### src/rtl/tmem_bank_loader.sv
// Host-side texture memory loader: scatters a linear word stream across the
// interleaved banks (bank = X mod BANKS, physical address = X >> BANK_BITS).
module tmem_bank_loader #(
    parameter int WIDTH      = 32,
    parameter int BANKS      = 4,
    parameter int BANK_BITS  = 2,
    parameter int BANK_DEPTH = 50000
) (
    input  logic             CLK_I,
    input  logic             RST_I,
    input  logic             START_I,
    input  logic [WIDTH-1:0] BASE_I,
    input  logic [WIDTH-1:0] COUNT_I,
    input  logic             ABORT_I,
    input  logic [WIDTH-1:0] DAT_I,
    input  logic             DAT_VLD_I,
    output logic             DAT_RDY_O,
    output logic [WIDTH-1:0] TMDAT_O,
    output logic [WIDTH-1:0] TMADR_O,
    output logic             TMWE_O,
    output logic [BANKS-1:0] TMSEL_O,
    output logic             BUSY_O,
    output logic             DONE_O,
    output logic             ERR_O
);

    localparam logic [WIDTH:0] LIMIT = (WIDTH+1)'(BANKS * BANK_DEPTH);

    typedef enum logic [1:0] {
        ST_IDLE,
        ST_LOAD,
        ST_FLUSH
    } state_t;

    state_t           r_state;
    state_t           w_state_nxt;
    logic [WIDTH-1:0] r_addr;
    logic [WIDTH-1:0] r_rem;
    logic [WIDTH-1:0] r_dat;
    logic [WIDTH-1:0] r_adr;
    logic [BANKS-1:0] r_sel;
    logic             r_we;
    logic             r_done;
    logic             r_err;
    logic [WIDTH:0]   w_end;
    logic             w_start_ok;
    logic             w_start_rej;
    logic             w_accept;
    logic             w_abort;

    always_ff @(posedge CLK_I) begin
        if (RST_I) r_state <= ST_IDLE;
        else       r_state <= w_state_nxt;
    end

    always_comb begin
        w_state_nxt = r_state;
        w_start_ok  = 1'b0;
        w_start_rej = 1'b0;
        w_accept    = 1'b0;
        w_abort     = 1'b0;
        // One extra bit so BASE+COUNT overflow cannot slip past the range check
        w_end       = {1'b0, BASE_I} + {1'b0, COUNT_I};
        DAT_RDY_O   = (r_state == ST_LOAD);
        BUSY_O      = (r_state != ST_IDLE);
        case (r_state)
            ST_IDLE: begin
                if (START_I) begin
                    if (COUNT_I == '0 || w_end > LIMIT) begin
                        w_start_rej = 1'b1;
                    end else begin
                        w_start_ok  = 1'b1;
                        w_state_nxt = ST_LOAD;
                    end
                end
            end
            ST_LOAD: begin
                if (ABORT_I) begin
                    w_abort     = 1'b1;
                    w_state_nxt = ST_IDLE;
                end else if (DAT_VLD_I) begin
                    w_accept = 1'b1;
                    if (r_rem == WIDTH'(1)) w_state_nxt = ST_FLUSH;
                end
            end
            ST_FLUSH: w_state_nxt = ST_IDLE;
            default:  w_state_nxt = ST_IDLE;
        endcase
    end

    always_ff @(posedge CLK_I) begin
        if (RST_I) begin
            r_addr <= '0;
            r_rem  <= '0;
            r_dat  <= '0;
            r_adr  <= '0;
            r_sel  <= '0;
            r_we   <= 1'b0;
            r_done <= 1'b0;
            r_err  <= 1'b0;
        end else begin
            r_we   <= w_accept;
            r_done <= (r_state == ST_FLUSH);
            r_err  <= w_start_rej | w_abort;
            if (w_start_ok) begin
                r_addr <= BASE_I;
                r_rem  <= COUNT_I;
            end else if (w_accept) begin
                r_addr <= r_addr + WIDTH'(1);
                r_rem  <= r_rem - WIDTH'(1);
                r_dat  <= DAT_I;
                r_sel  <= BANKS'(r_addr[BANK_BITS-1:0]);
                r_adr  <= r_addr >> BANK_BITS;
            end
        end
    end

    assign TMDAT_O = r_dat;
    assign TMADR_O = r_adr;
    assign TMSEL_O = r_sel;
    assign TMWE_O  = r_we;
    assign DONE_O  = r_done;
    assign ERR_O   = r_err;

endmodule

### config.mk
export PLATFORM = sky130hd
export DESIGN_NAME = tmem_bank_loader
export DESIGN_NICKNAME = d
export VERILOG_FILES = /design/src/rtl/tmem_bank_loader.sv
export SDC_FILE = /design/constraint.sdc
export NUM_CORES = 1
export LEC_CHECK = 0
export BUFFER_PORTS_ARGS = -buffer_cell sky130_fd_sc_hd__buf_2
export CAP_MARGIN = 20
export CORE_UTILIZATION = 54
export CTS_CLUSTER_DIAMETER = 60
export DETAILED_ROUTE_END_ITERATION = 10
export PLACE_DENSITY = 0.89
export SYNTH_ARGS = -nofsm -noshare
export SYNTH_HDL_FRONTEND = slang
export SYNTH_SLANG_ARGS = --single-unit
### constraint.sdc
create_clock -name CLK_I -period 5.3 [get_ports CLK_I]
set_input_delay 1.325 -clock CLK_I [delete_from_list [all_inputs] [get_ports CLK_I]]
set_output_delay 1.325 -clock CLK_I [all_outputs]
set_load 0.05 [all_outputs]
==> Word-level counts from Yosys, hierarchy flattened <==
Index checks and enable logic that the tools add are counted.
{ "word_totals": {"ff_bits": 133, "in_bits": 101, "output_inout_bits": 73, "elab_cells": 50} }
{ "classes": {"add_sub_neg": 3, "n_lt_le_gt_ge": 1, "n_eq_ne": 7, "n_mux": 21, "bitwise_logic": 2, "reduce_logical": 7} }
{ "op_table": {"columns": ["cell", "n"], "rows": [
  ["$mux 32", 4],
  ["$add 32x32->33", 1],
  ["$gt 33x18->1 const B", 1],
  ["$add 32x1->32 const B", 1],
  ["$eq 32x1->1 const B", 1],
  ["$logic_not 32->1", 1],
  ["$sub 32x1->32 const B", 1],
  ["$mux 1", 11],
  ["$mux 2", 5],
  ["$ne 2x2->1 const B", 2],
  ["$pmux 2 s2", 1],
  ["$reduce_and 4->1", 1],
  ["$reduce_bool 2->1", 2],
  ["$ne 3x2->1 const B", 1],
  ["$ne 3x3->1 const B", 1],
  ["$eq 2x1->1 const B", 1],
  ["$eq 2x2->1 const B", 1],
  ["$logic_not 2->1", 1],
  ["$reduce_and 2->1", 1],
  ["$logic_or 1x1->1", 1],
  ["$not 1->1", 1],
  ["$or 1x1->1", 1]
]} }

==> Depth between registers and ports, before layout <==
Gate-level depths: netlist of run 1.
{ "logic_depth": {"ltp_word": 8, "ltp_mapped": 14, "ltp_nobuf": 12} }

==> Worst setup path before layout of run 1 <==
Ideal clock, no wire load.
{ "synth_timing": {"path_type": "in2reg", "from": "input port BASE_I[0]", "to": "register r_addr[2]", "arrival_ps": 4683, "required_time_ps": 5178, "slack_ps": 495, "stages": 12, "cell_sequence": "ha_1 -> fa_1 -> a21o_1 -> a221o_1 -> a221oi_4 -> o21ai_2 -> a211o_1 -> a211oi_2 -> o21ai_2 -> or4_4 -> and4_1 -> a311o_1"} }
{ "synth_between": {"elab_chain_len": 7} }
{ "synth_lines": {"columns": ["element", "line_no", "source"], "rows": [
  ["from (decl)", "12", "input logic [WIDTH-1:0] BASE_I,"],
  ["$add 32x32->33 *", "63", "w_end = {1'b0, BASE_I} + {1'b0, COUNT_I};"],
  ["$gt 33x18->1 *", "69", "if (COUNT_I == '0 || w_end > LIMIT) begin"],
  ["$logic_or 1x1->1 *", "69", null],
  ["$mux 1 *", "69", null],
  ["$mux 1 *", "68", "if (START_I) begin"],
  ["$mux 1 *", "66", "case (r_state)"],
  ["$mux 32 or $reduce_bool 2->1 (tied branches)", null, null],
  ["to (signal assigned)", "109", "r_addr <= r_addr + WIDTH'(1);"],
  ["to (decl)", "37", "logic [WIDTH-1:0] r_addr;"]
]} }
Mark *: on every way between the ends. The rest lies on a longest branch, timed or not.
A chain may end at the register's enable or synchronous reset.

==> Worst setup path in the final report of run 1 <==
{ "layout_timing": {"from": "input port BASE_I[0]", "to": "register r_addr[19]"} }
The elaborated chain is that of the path after synthesis.

==> implementation parameters, run 1 <==
Parameter                              Value

Timing
  Worst-case hold slack ... 0.449 ns
  Setup repair after global routing missed its margin ... no
  Fmax ... 207 MHz
  Max-slew violation total from the final report ... 0
  Number of hold violations in the final report ... 0
  Worst max-slew margin expressed relative to the limit ... 30.9%
  Slew @ Worst Pin ... 1.04 ns
  Post-route minimum period ... 4.83 ns
  Final Setup Violations ... 0
  Sum Neg Setup Slack ... 0 ns
  Post-route fraction of the period consumed by the critical path ... 91.1%
  Post-route clock skew ... roughly 0.0054 ns

Placement
  Detailed Place HPWL ... 22400 um
  Placed Instances ... 1589
  Port Buffer Count ... 169
  Final weighted congestion in routability-driven placement ... roughly 1
  Area after DPL ... about 0.010 mm2

Die
  CORE AREA ... 0.0159 mm2
  Die boundary width ... 130 um
  Initial core utilization ... a little under three fifths
  Number of placement rows ... 46
  Vertical die dimension ... 130 um
  Area of the die ... 0.0169 mm2
  Top-level I/O count ... approximately 170

Worst setup path
  Number of buffer and inverter instances along the worst setup path ... 4
  Reg2reg setup slack ... 1.66 ns
  CP required ... 5.62 ns
  Critical path peak fanout ... 16
  Critical path start-end classification ... input pin to flip-flop
  CP Cell Sequence ... buf_2 > ha_1 > fa_1 > a21o_1 > a221o_1 > a22oi_1 > a22oi_1 > mux2_2 > a2111oi_4 > buf_4 > buf_4 > nand3_1 > nor4_1 > buf_4 > a311oi_1 > a211oi_1
  Slowest stage cell on the critical path ... sky130_fd_sc_hd__fa_1
  Most common cell on crit path ... sky130_fd_sc_hd__buf_4
  CP max stage delay ... 0.40 ns
  Kind of cell with the highest combined delay on the critical path ... compound AO/OA/AOI/OAI gates
  Type of element capturing the critical path ... flip-flop
  Worst setup SP type ... input pin
  Arrival time of the worst setup path ... roughly 5.2 ns

Yosys
  Fraction of synthesized cell area taken by the top area cell type ... approximately 30%
  Synthesized instance count ... around 1200
  Total of flip-flops plus latches after synthesis ... between 100 and 150
  Cell variety after synth ... 74
  Count of warnings emitted by yosys ... 0
  Post-Syn Area per Cell ... 7.19 um2
  Biggest area contributors in the synthesized netlist ... sky130_fd_sc_hd__dfxtp_1 30%, sky130_fd_sc_hd__nand2_1 9.4%, sky130_fd_sc_hd__a21oi_1 7.7%
  Synthesized cell area ... 0.00887 mm2
  Share of the yosys chip area belonging to registers ... 30.0%
  EDFF count, synth ... 0
  Most common cell in the netlist ... sky130_fd_sc_hd__nand2_1
  Top FF cell, synth ... sky130_fd_sc_hd__dfxtp_1
  Leading area contributor after synthesis ... sky130_fd_sc_hd__dfxtp_1
  Synth top cells by count ... 221 x sky130_fd_sc_hd__nand2_1, 137 x sky130_fd_sc_hd__a21oi_1, 133 x sky130_fd_sc_hd__dfxtp_1, 78 x sky130_fd_sc_hd__nand3_1, 78 x sky130_fd_sc_hd__nor2_1
  Fraction of synthesis flops using an asynchronous set or reset pin ... 0%

Detailed routing
  Post-detailed-route wirelength per cell ... 18.7 um
  Total Wirelength ... 30400 um
  Final routed DRC violation total ... 0
  1st-iter DRT viols ... approximately 1400
  Detailed-route vias per instance ... 6.47
  Antenna violation net count after detailed routing ... 0
  Total via count after detailed routing ... 10500
  Detailed-router iteration count before antenna repair ... 5

GRT
  Overflow left after global routing ... 0
  First-pass GRT wire length ... around 47000 um
  Global Route Usage Sum ... 35.6%
  Initial antenna violation count ... 1
  Largest net degree at the start of global routing ... 100
  Via count of the first global-routing pass ... 9061

Clock tree
  Clock latency on the worst-skew pair ... a little over 0.4 ns
  Hold-fix buffer count after cts ... 0
  Post-CTS Resized ... 0
  Reg clk slew, reported paths ... 0.06 ns
  H-tree levels ... 4
  CTS tree ... built
  Total clock buffers created by CTS ... 17
  Clk sink count ... around 130
  Cell chosen for the clock root ... sky130_fd_sc_hd__clkbuf_16
  Maximum clock path buffer count ... 2
  Post-CTS setup buffer count ... 0

Finish
  Layout cell share with drive strength beyond 1 ... 20.7%
  Footprint of the multi-input gates ... 0.00577 mm2
  Number of non-filler instances in the completed layout ... 1621
  Filler cells ... 1346
  Synth-to-layout area growth ... 21.1%
  Number of nets in the layout ... between 1500 and 2000
  Area taken by flip-flops and latches ... 0.00266 mm2
  Post-route cell area ... between 0.01 and 0.015 mm2

Power
  Worst vdd rail ir drop ... 0.000248 V
  PD cells ... 247 mW/mm2
  Leakage power total ... 4.15 nW

Status
  Run status ... finished, final reports clean

Flow run
  Max-Cap Viols ... 0

Worst hold path
  Type of the worst min-delay path ... flip-flop to flip-flop
sequential cells by signal, summed over array words and instances, names as in the netlist:
register and cells:
TMDAT_O 32, r_addr 32, r_rem 32, TMADR_O 30
TMSEL_O 2, r_state 2, DONE_O 1, ERR_O 1
TMWE_O 1
worst reg2reg max path: stages (launching register included):
cell and delay [ns]:
sky130_fd_sc_hd__dfxtp_1 0.37, sky130_fd_sc_hd__or4_1 0.63, sky130_fd_sc_hd__or3_1 0.46, sky130_fd_sc_hd__or4_1 0.50, sky130_fd_sc_hd__or2_1 0.32, sky130_fd_sc_hd__nor2b_1 0.16
sky130_fd_sc_hd__and2_1 0.31, sky130_fd_sc_hd__nand2_1 0.23, sky130_fd_sc_hd__nor4_1 0.32, sky130_fd_sc_hd__o31ai_1 0.12, sky130_fd_sc_hd__a21oi_1 0.16
placed cells by master, fill, tap and decap left out, types with 9 or more instances in the layout:
cell type	n
sky130_fd_sc_hd__nor2_1	78
sky130_fd_sc_hd__o211ai_1	10
sky130_fd_sc_hd__a21oi_1	137
sky130_fd_sc_hd__a311oi_1	9
sky130_fd_sc_hd__ha_1	35
sky130_fd_sc_hd__buf_2	168
sky130_fd_sc_hd__inv_1	19
sky130_fd_sc_hd__xor2_1	9
sky130_fd_sc_hd__dfxtp_1	133
sky130_fd_sc_hd__nand4_1	25
sky130_fd_sc_hd__o31ai_1	16
sky130_fd_sc_hd__nand3_1	78
sky130_fd_sc_hd__a211oi_1	20
sky130_fd_sc_hd__o311ai_0	32
sky130_fd_sc_hd__a31oi_1	25
sky130_fd_sc_hd__buf_4	63
sky130_fd_sc_hd__nand2_1	220
sky130_fd_sc_hd__nor3_1	57
sky130_fd_sc_hd__nor4_1	51
sky130_fd_sc_hd__clkbuf_16	17
sky130_fd_sc_hd__o21ai_0	25
per-stage QoR:
stage | total power, mW | util (%) | setup slack, ns
final | 2.65 | 67.4 | 0.473
after global routing | 2.74 | 67.4 | 0.169
after CTS | 2.65 | 67.3 | 0.588
after detailed placement | 1.49 | 63.7 | 0.142
after global placement | 1.49 | 63.7 | 0.206
after floorplan | 1.32 | - | 0.495
power by group:
group / switching (mW) / leakage (nW) / internal [mW] / total [mW]
Clock: 0.458 / 0.280 / 0.709 / 1.17
Sequential: 0.000147 / 1.07 / 1.00 / 1.00
Combinational: 0.309 / 2.80 / 0.174 / 0.483
logic make-up after synthesis:
| family | synth area share (%) |
|---|---|
| AO/OA/AOI/OAI | 26.6 |
| XOR/XNOR | 1.48 |
| adder cells (fa/ha/maj) | 5.16 |
| buffers and inverters | 5.29 |
| flip-flops | 30.0 |
| multiplexers | 1.04 |
| other | 0.0423 |
| AND/OR/NAND/NOR | 30.4 |
path summary, 6_finish.rpt:
check                                  from           to  depth (start not counted)
worst min-delay path            TMDAT_O[18]  TMDAT_O[18]                          2
worst max-delay path              BASE_I[0]   r_addr[19]                         16
worst max register to register     r_rem[8]    r_rem[25]                         10
worst min register to register  TMDAT_O[18]  TMDAT_O[18]                          2
layer usage:
layer | global-route usage (%) | share of wire, % | up-vias
met5 | 0 | 0 | -
met4 | 18.3 | 4.9 | 0
met2 | 56.2 | 45 | 607
met1 | 45.1 | 40 | 4862
li1 | - | - | 4923
met3 | 8.57 | 10 | 102
cell type report:
type | instances | share of cell area, %
Timing Repair Buffer | 234 | 12.8
Multi-Input combinational cell | 986 | 53.7
Sequential cell | 133 | 24.8
Antenna cell | 1 | 0.0233
Tap cell | 216 | 2.52
Inverter | 20 | 0.699
Clock inverter | 13 | 1.39
Clock buffer | 18 | 4.09
No activity file was read; power rests on OpenSTA's default activity.
==> inputs of run 2 (changes only) <==
--- a/config.mk
+++ b/config.mk
@@ -5,7 +5,7 @@
 export SDC_FILE = /design/constraint.sdc
 export NUM_CORES = 1
 export LEC_CHECK = 0
-export BUFFER_PORTS_ARGS = -buffer_cell sky130_fd_sc_hd__buf_2
+export BUFFER_PORTS_ARGS = -buffer_cell sky130_fd_sc_hd__clkbuf_2
 export CAP_MARGIN = 20
 export CORE_UTILIZATION = 54
 export CTS_CLUSTER_DIAMETER = 60
==> implementation parameters, run 2 (same netlist as run 1, synthesis figures left out) <==
Parameter                              Value

Status
  Run status ... finished, final reports clean

Placement
  Detailed Place HPWL ... 21500 um (-4.0%)
  Final weighted congestion in routability-driven placement ... 1.07 (+6.2%)
  Port Buffer Count ... 169 (unchanged)
  Pre-CTS setup slack ... -0.00148 ns (-0.143 ns)

Flow run
  Max-Cap Viols ... 0 (unchanged)

Detailed routing
  Detailed-router iteration count before antenna repair ... 7 (+2)
  Post-detailed-route wirelength per cell ... 18.9 um (+0.62%)
  Final routed DRC violation total ... 0 (unchanged)
  Detailed-route vias per instance ... 6.58 (+1.6%)
  1st-iter DRT viols ... 1295 (-8.8%)
  Antenna violation net count after detailed routing ... 0 (unchanged)
  Total Wirelength ... 30100 um (-0.80%)
  Total via count after detailed routing ... 10500 (+0.13%)

Die
  Number of placement rows ... 46 (unchanged)
  Initial core utilization ... 55.6% (unchanged)
  Area of the die ... 0.0169 mm2 (unchanged)
  Top-level I/O count ... 174 (unchanged)
  CORE AREA ... 0.0159 mm2 (unchanged)
  Vertical die dimension ... 130 um (unchanged)
  Die boundary width ... 130 um (unchanged)

Clock tree
  Post-CTS setup buffer count ... 0 (unchanged)
  Post-CTS Resized ... 0 (unchanged)
  H-tree levels ... 4 (unchanged)
  Reg clk slew, reported paths ... 0.06 ns (about the same)
  Clock latency on the worst-skew pair ... 0.43 ns (+0.02 ns)
  CTS tree ... built
  Maximum clock path buffer count ... 2 (unchanged)
  Hold-fix buffer count after cts ... 0 (unchanged)
  Total clock buffers created by CTS ... 17 (unchanged)
  Cell chosen for the clock root ... sky130_fd_sc_hd__clkbuf_16
  Clk sink count ... 133 (unchanged)

Timing
  Post-route minimum period ... 4.98 ns (+0.149 ns)
  Worst-case hold slack ... 0.453 ns (+0.00340 ns)
  Post-route clock skew ... 0.0164 ns (+0.0110 ns)
  Fmax ... 201 MHz (-3.0%)
  Final setup slack of the worst path ... 0.325 ns (-0.149 ns)
  Number of hold violations in the final report ... 0 (unchanged)
  Post-route fraction of the period consumed by the critical path ... 93.9% (+2.8 points)
  Final Setup Violations ... 0 (unchanged)
  Sum Neg Setup Slack ... 0 ns (unchanged)
  Max-slew violation total from the final report ... 0 (unchanged)
  Setup repair after global routing missed its margin ... no
  Slew @ Worst Pin ... 0.898 ns (-0.138 ns)
  Worst max-slew margin expressed relative to the limit ... 40.1% (+9.2 points)

Worst setup path
  CP required ... 5.63 ns (about the same)
  Arrival time of the worst setup path ... 5.31 ns (+0.16 ns)
  Type of element capturing the critical path ... flip-flop
  Worst setup SP type ... input pin
  Critical path peak fanout ... 22 (+6)
  Critical path start-end classification ... input pin to flip-flop

Finish
  Leading cell type in the layout, fill and taps excluded ... sky130_fd_sc_hd__nand2_1
  Most frequent cells in the layout ... 220 x sky130_fd_sc_hd__nand2_1, 168 x sky130_fd_sc_hd__clkbuf_2, 137 x sky130_fd_sc_hd__a21oi_1
  Share of the core filled with cells in the final layout ... 66.4% (-0.94 points)
  Synth-to-layout area growth ... 19.4%
  Number of nets in the layout ... 1505 (-1.6%)
  Layout cell share with drive strength beyond 1 ... 19.3% (-1.4 points)

Worst hold path
  Type of the worst min-delay path ... flip-flop to flip-flop

GRT
  Largest net degree at the start of global routing ... 109 (+9.0%)
  Overflow left after global routing ... 0 (unchanged)
  Global Route Usage Sum ... 35.0% (-0.61 points)
  First-pass GRT wire length ... 46000 um (-1.9%)
  Initial antenna violation count ... 1 (unchanged)
  Via count of the first global-routing pass ... 8966 (-1.0%)

Power
  Worst vdd rail ir drop ... 0.000262 V (+6.0%)
  PD cells ... 251 mW/mm2 (+1.9%)
  Leakage power total ... 4.01 nW (-3.4%)
[run 2: power breakdown]
group	switching [mW]	internal, mW
registers	0.000198	1.00
clock network	0.486	0.707
logic	0.307	0.161
[run 2: layout make-up]
cell class              instances  area (um2)
clock buffers                  18         429
well taps                     216         270
clock inverters                14         169
inverters                      20        75.1
fillers                      1326        5350
multi-input cells             986        5770
repair buffers                210        1210
diodes                          1        2.50
flip-flops and latches        133        2660
[run 2: per-stage QoR]
step	instances	total power, mW	area, um2
global placement	1564	1.47	9960
finish	1598	2.66	10600
global route	1597	2.74	10600
floorplan	1236	1.32	8880
CTS	1596	2.65	10600
detailed placement	1564	1.47	9960
[run 2: worst max-delay path, stage by stage]
cell                        delay, ns
sky130_fd_sc_hd__clkbuf_2        0.11
sky130_fd_sc_hd__ha_1            0.24
sky130_fd_sc_hd__fa_1            0.40
sky130_fd_sc_hd__a21o_1          0.24
sky130_fd_sc_hd__a221o_1         0.38
sky130_fd_sc_hd__a22oi_1         0.33
sky130_fd_sc_hd__a22oi_1         0.22
sky130_fd_sc_hd__mux2_2          0.35
sky130_fd_sc_hd__a2111oi_4       0.34
sky130_fd_sc_hd__buf_4           0.32
sky130_fd_sc_hd__nand3_1         0.10
sky130_fd_sc_hd__nor4_1          0.43
sky130_fd_sc_hd__buf_4           0.23
sky130_fd_sc_hd__a311oi_1        0.05
sky130_fd_sc_hd__a211oi_1        0.22
[run 2: routing by layer]
metal | vias to the layer above | track usage [%] | wire length, um
li1 | 4879 | - | -
met1 | 4840 | 44.1 | 11800
met2 | 646 | 54.0 | 13400
met3 | 143 | 8.41 | 3120
met4 | 0 | 21.3 | 1840
met5 | - | 0.294 | 0
[run 2: path summary, 6_finish.rpt]
| path | startpoint | end | slack (ns) | depth (start not counted) |
|---|---|---|---|---|
| max reg2reg | r_rem[8] | r_rem[25] | 1.46 | 10 |
| max | BASE_I[0] | r_addr[17] | 0.32 | 15 |
| min | TMDAT_O[19] | TMDAT_O[19] | 0.45 | 2 |
| min reg2reg | TMDAT_O[19] | TMDAT_O[19] | 0.45 | 2 |
